$ cat config.mk
export PLATFORM = sky130hd
export DESIGN_NAME = mov_ctrl
export DESIGN_NICKNAME = d
export VERILOG_FILES = /design/src/rtl/mov_ctrl.sv
export SDC_FILE = /design/constraint.sdc
export NUM_CORES = 1
export LEC_CHECK = 0
export CAP_MARGIN = 20
export CORE_UTILIZATION = 44
export CTS_CLUSTER_SIZE = 16
export DETAILED_ROUTE_END_ITERATION = 7
export PLACE_DENSITY_LB_ADDON = 0.05
export REMOVE_ABC_BUFFERS = 1
export SYNTH_ARGS = -nofsm -noshare
export SYNTH_HDL_FRONTEND = slang
export SYNTH_SLANG_ARGS = --single-unit
$ cat constraint.sdc
create_clock -name clk -period 1.95 [get_ports clk]
set_clock_uncertainty 0.05 [all_clocks]
set_input_delay 0.2925 -clock clk [delete_from_list [all_inputs] [get_ports clk]]
set_output_delay 0.2925 -clock clk [all_outputs]
set_load 0.03 [all_outputs]
$ cat src/rtl/mov_ctrl.sv
// mov_ctrl: sequencer for the register-to-register move datapath.
// Each word takes three cycles: a register-file read, a capture into the
// mover operand register, and a write-back of the mover result. Overlapping
// ranges are handled like memmove. When the destination lies above the
// source, the copy runs from the top of the range downwards.
module mov_ctrl #(
    parameter int DATA_W = 14,
    parameter int ADDR_W = 4,
    parameter int CNT_W  = 4
) (
    input  logic              clk,
    input  logic              rst_n,
    input  logic              cmd_valid,
    output logic              cmd_ready,
    input  logic [ADDR_W-1:0] cmd_src,
    input  logic [ADDR_W-1:0] cmd_dst,
    input  logic [CNT_W-1:0]  cmd_len,
    output logic              rf_rd_en,
    output logic [ADDR_W-1:0] rf_rd_addr,
    input  logic [DATA_W-1:0] rf_rd_data,
    output logic [DATA_W-1:0] mv_a,
    input  logic [DATA_W-1:0] mv_res,
    output logic              rf_wr_en,
    output logic [ADDR_W-1:0] rf_wr_addr,
    output logic [DATA_W-1:0] rf_wr_data,
    output logic              busy,
    output logic              done
);

    typedef enum logic [2:0] {
        S_IDLE,
        S_READ,
        S_CAPT,
        S_WRITE,
        S_DONE
    } state_t;

    state_t            state_q;
    logic [ADDR_W-1:0] src_ptr_q;
    logic [ADDR_W-1:0] dst_ptr_q;
    logic [CNT_W-1:0]  cnt_q;
    logic              desc_q;
    logic [ADDR_W-1:0] rd_addr_q;
    logic [ADDR_W-1:0] wr_addr_q;
    logic [DATA_W-1:0] mv_a_q;
    logic [DATA_W-1:0] wr_data_q;
    logic              ready_q;
    logic              rd_en_q;
    logic              wr_en_q;
    logic              busy_q;
    logic              done_q;

    logic              desc_d;
    logic [ADDR_W-1:0] len_off_d;
    logic [ADDR_W-1:0] src_start_d;
    logic [ADDR_W-1:0] dst_start_d;
    logic [ADDR_W-1:0] src_next_d;
    logic [ADDR_W-1:0] dst_next_d;

    // Start pointers for a new command and the stepped pointers for the next word.
    always_comb begin
        desc_d      = (cmd_dst > cmd_src);
        len_off_d   = ADDR_W'(cmd_len) - ADDR_W'(1);
        src_start_d = desc_d ? (cmd_src + len_off_d) : cmd_src;
        dst_start_d = desc_d ? (cmd_dst + len_off_d) : cmd_dst;
        src_next_d  = desc_q ? (src_ptr_q - ADDR_W'(1)) : (src_ptr_q + ADDR_W'(1));
        dst_next_d  = desc_q ? (dst_ptr_q - ADDR_W'(1)) : (dst_ptr_q + ADDR_W'(1));
    end

    // Sequencer FSM with registered strobes, addresses and status outputs.
    always_ff @(posedge clk or negedge rst_n) begin
        if (!rst_n) begin
            state_q   <= S_IDLE;
            src_ptr_q <= '0;
            dst_ptr_q <= '0;
            cnt_q     <= '0;
            desc_q    <= 1'b0;
            rd_addr_q <= '0;
            wr_addr_q <= '0;
            mv_a_q    <= '0;
            wr_data_q <= '0;
            ready_q   <= 1'b1;
            rd_en_q   <= 1'b0;
            wr_en_q   <= 1'b0;
            busy_q    <= 1'b0;
            done_q    <= 1'b0;
        end else begin
            case (state_q)
                S_IDLE: begin
                    if (cmd_valid) begin
                        ready_q <= 1'b0;
                        busy_q  <= 1'b1;
                        if (cmd_len == '0) begin
                            state_q <= S_DONE;
                            done_q  <= 1'b1;
                        end else begin
                            state_q   <= S_READ;
                            desc_q    <= desc_d;
                            src_ptr_q <= src_start_d;
                            dst_ptr_q <= dst_start_d;
                            cnt_q     <= cmd_len;
                            rd_en_q   <= 1'b1;
                            rd_addr_q <= src_start_d;
                        end
                    end
                end
                S_READ: begin
                    state_q <= S_CAPT;
                    rd_en_q <= 1'b0;
                end
                S_CAPT: begin
                    state_q   <= S_WRITE;
                    mv_a_q    <= rf_rd_data;
                    wr_en_q   <= 1'b1;
                    wr_addr_q <= dst_ptr_q;
                end
                S_WRITE: begin
                    wr_en_q   <= 1'b0;
                    wr_data_q <= mv_res;
                    src_ptr_q <= src_next_d;
                    dst_ptr_q <= dst_next_d;
                    cnt_q     <= cnt_q - CNT_W'(1);
                    if (cnt_q == CNT_W'(1)) begin
                        state_q <= S_DONE;
                        done_q  <= 1'b1;
                    end else begin
                        state_q   <= S_READ;
                        rd_en_q   <= 1'b1;
                        rd_addr_q <= src_next_d;
                    end
                end
                S_DONE: begin
                    state_q <= S_IDLE;
                    done_q  <= 1'b0;
                    busy_q  <= 1'b0;
                    ready_q <= 1'b1;
                end
                default: begin
                    state_q <= S_IDLE;
                    ready_q <= 1'b1;
                    rd_en_q <= 1'b0;
                    wr_en_q <= 1'b0;
                    busy_q  <= 1'b0;
                    done_q  <= 1'b0;
                end
            endcase
        end
    end

    // During WRITE the mover result passes straight through, and afterwards the last written word is held.
    assign rf_wr_data = wr_en_q ? mv_res : wr_data_q;

    assign cmd_ready  = ready_q;
    assign rf_rd_en   = rd_en_q;
    assign rf_rd_addr = rd_addr_q;
    assign rf_wr_en   = wr_en_q;
    assign rf_wr_addr = wr_addr_q;
    assign mv_a       = mv_a_q;
    assign busy       = busy_q;
    assign done       = done_q;

endmodule

==> results of run 1 <==
-- cells in the mapped netlist (2+ instances only) --
library cell	number
a211o_1	2
a21o_1	3
a21oi_1	17
a22o_1	4
a22oi_1	2
a31oi_1	2
and3_1	3
clkbuf_1	12
dfrtp_1	56
fa_1	4
ha_1	18
inv_1	17
mux2_2	33
mux2i_1	2
nand2_1	53
nand2b_1	3
nand3_1	10
nand3b_1	2
nand4_1	2
nor2_1	12
nor3_1	2
nor3b_1	3
nor4_1	2
o211ai_1	6
o21ai_0	12
or4_1	4
xnor2_1	5
xor2_1	3
-- power by group --
| part | internal, W | switching, W | total [W] |
|---|---|---|---|
| Sequential | 0.00180 | 0.000371 | 0.00217 |
| Clock | 0.000603 | 0.000457 | 0.00106 |
| Combinational | 0.00220 | 0.00240 | 0.00460 |
| Total | 0.00460 | 0.00322 | 0.00783 |
-- routing by layer --
| metal | up-vias | track usage |
|---|---|---|
| met5 | - | 0 |
| met4 | 0 | 0.0773 |
| met3 | 12 | 0.0505 |
| met2 | 79 | 0.365 |
| met1 | 1365 | 0.274 |
| li1 | 1368 | - |
-- final cells by class --
cell class	count	share of cell area
clock buffers	10	0.0283
clock inverters	4	0.00927
multi-input cells	224	0.364
repair buffers	136	0.266
inverters	17	0.0131
flip-flops and latches	57	0.294
well taps	96	0.0247
-- kinds of logic (layout without fill, tap and decap cells) --
logic type / count (synthesis) / after routing / share of synthesized area
multiplexers: 35 / 35 / 0.124
adder cells (fa/ha/maj): 22 / 22 / 0.0966
AND/OR/NAND/NOR: 100 / 100 / 0.147
AO/OA/AOI/OAI: 59 / 59 / 0.122
flip-flops: 57 / 57 / 0.452
XOR/XNOR: 8 / 8 / 0.0222
buffers and inverters: 30 / 167 / 0.0360
-- per-stage QoR --
stage	area [sq um]	utilization	power (W)	setup WS, ns	TNS, ns
2_1_floorplan	3110	-	0.00477	-0.323	-2.39
3_5_place_dp	4420	0.643	0.00652	-0.702	-9.50
3_3_place_gp	4420	0.643	0.00643	-0.640	-8.28
4_1_cts	4710	0.685	0.00762	0.0114	0
5_1_grt	4860	0.707	0.00837	-0.0657	-0.108
6_report	4860	0.707	0.00783	-0.00965	-0.00965
-- sequential cells by signal (all words and copies together) (netlist names) --
register    count
rf_wr_addr      4
busy            1
rf_rd_addr      4
dst_ptr_q       4
src_ptr_q       4
wr_data_q      14
state_q         3
rf_wr_en        1
cmd_ready       1
cnt_q           4
desc_q          1
done            1
rf_rd_en        1
mv_a           14
-- worst register-to-register path, cell delays in order, from the launching register on --
cell,delay (ns)
dfrtp_1,0.39
nand2b_4,0.16
or4_4,0.42
or4_4,0.52
mux2_4,0.29
nand2_2,0.06
-- timing repair --
action	4_1_cts	5_1_grt
setup endpoints to repair	31	11
gates resized for setup	64	27
buffers inserted	3	6
pin swaps	5	6
endpoints found under the hold margin	22	0
hold buffers	1	0
-- path summary, 6_finish.rpt --
path / from / endpoint / slack, ns / depth (start not counted)
hold / removal: cmd_len[0] / cnt_q[0] / 0.29 / 4
setup reg to reg: state_q[0] / dst_ptr_q[3] / 0 / 5
max in group asynchronous: rst_n / mv_a[0] / 0.82 / 3
hold reg to reg: wr_data_q[5] / wr_data_q[5] / 0.42 / 2
min in group asynchronous: rst_n / wr_data_q[1] / 0.46 / 2
setup / recovery: cmd_valid / dst_ptr_q[3] / -0.01 / 6
-- placed cells by master (no fill, tap or decap), types with 5 or more instances in the layout --
master           count
a21oi_1             16
buf_4               47
clkbuf_8            10
clkdlybuf4s15_2     11
clkdlybuf4s50_1     56
dfrtp_1             55
dlymetal6s2s_1       7
ha_1                12
ha_4                 5
inv_1               12
inv_2                5
mux2_2              32
nand2_1             51
nand3_1              8
nor2_1              11
o211ai_1             6
o21ai_0             12
xnor2_1              5
==> impl_metrics.yaml, run 1 <==
layout:
  antenna_cells_inserted: 0
  seq_area_sq_mm: 0.00143
  final_cell_count_no_fill: 544
  area_growth_pct: 53.8
  final.fill_count: 527
  fraction_of_final_layout_cells_sized_beyond_drive_strength_1: 0.324
  multiInputGateArea_sq_mm: 0.00177
  design.final.nets: 510
drt:
  vias_per_instance: 5.19
  dr.first_iter.drc_count: 71
  met2WireLength_mm: 3.84
  vias: 2824
  drc: 0
  maxUsedRoutingLayer: "met4"
  routed_wirelength_mm: 7.77
  met3_length_um: 381
  ant_nets: 0
  avgRoutedWirePerCell_um: 14.3
  met1Wirelength_mm: 3.44
  detail_route.first_pass.iterations: 4
clocking:
  worst_skew_pair.late_latency_ns: 0.34
  cts_tree: "built"
  numCtsBuffers: 9
  path_clk_slew_ns: 0.06
  htreeDepth: 3
  cts_num_sinks: 57
  ctsLongestPathBuffers: 2
  cts.root.buffer_cell: "clkbuf_8"
global_route:
  antenna_found_initial: 0
  first_pass_grt_wire_length_mm: 12.5
  first_global_vias: 2661
  global_route.overflow_total: 0
  largest_net_degree_at_the_start_of_global_routing: 26
  grt.total_usage: 0.217
die:
  initial_core_util: 0.460
  die_h_um: 86.7
  die_area_sq_mm: 0.00752
  design.portCount: 84
  die_w_um: 86.7
  core-area_sq_mm: 0.00687
  std_cell_rows: 30
yosys:
  syn_avg_cell_area_sq_um: 10.2
  synth_warnings: 0
  synth_top_area_cell: "dfrtp_1"
  yosys_register_bits: 57
  synth_enable_flop_cells: 0
  post_synth_num_cell_types: 45
  synth_top_area_share: 0.444
  syn-cell-area_sq_mm: 0.00316
  synth_area_leaders: "dfrtp_1, mux2_2, ha_1"
  synth_seq_area_share: 0.452
  ys_async_sr_fraction: 1.00
  syn-instance-count: 311
  synthFlopType: "dfrtp_1"
worst_setup_path:
  crit_path_start_kind: "primary input"
  timing.critical_path.max_delay_family: "simple AND/OR/NAND/NOR gates"
  timing.critical_path.mode_cell: "or4_4"
  crit_arrival_ns: 2.18
  timing.critical_path.required_ns: 2.17
  critical_path.cell_chain: "clkdlybuf4s50_1 -> nand2b_4 -> or4_4 -> or4_4 -> mux2_4 -> nand2_2"
  cp_endpoint_kind: "flop"
  worst_path_largest_cell_delay_ns: 0.53
  timing.setup.critical_path_class: "in -> reg"
  critical_path_peak_fanout: 2
  timing.critical_path.slowest_stage_cell: "clkdlybuf4s50_1"
  cp.buffers_inverters: 1
place:
  gpl.final_weighted_congestion: 0.914
  port_buffers: 83
  hpwl_mm: 5.72
  placed_cells_incl_taps: 520
timing:
  final_hold_viol_count: 0
  setup_viol: 1
  clock.fmax_mhz: 510
  finalHoldWorstSlack_ns: 0.286
  slew_headroom: 0.594
  rsz0062_at_grt: "yes"
  worst-slew-pin-transition_ns: 0.609
  final_max_slew_viol_count: 0
  finalCriticalPeriod_ns: 1.96
  post-route-period-util: 1.00
  timing.final.ws_setup_ns: -0.00965
outcome:
  violations_in_the_final_reports: "negative setup slack"
  outcome: "finished with violations"
power:
  power_leakage_nw: 2.25
  power_density_mw_per_mm2: 1610
  vdd.ir_drop.worst_v: 0.000972
worst_hold_path:
  hold_path_class: "in -> reg"
flow_run:
  drv.max_cap_violation_count: 0
(Power assumes the default switching activity.)
==> run 2: changes to the inputs <==
CTS_CLUSTER_SIZE = 8   (was 16)
==> results of run 2 <==
Final layout, timing and power as in run 1 (identical DEF).
==> run 3: changes to the inputs <==
CTS_CLUSTER_SIZE = 14   (was 8)
==> results of run 3 <==
Final layout, timing and power as in run 1 (identical DEF).
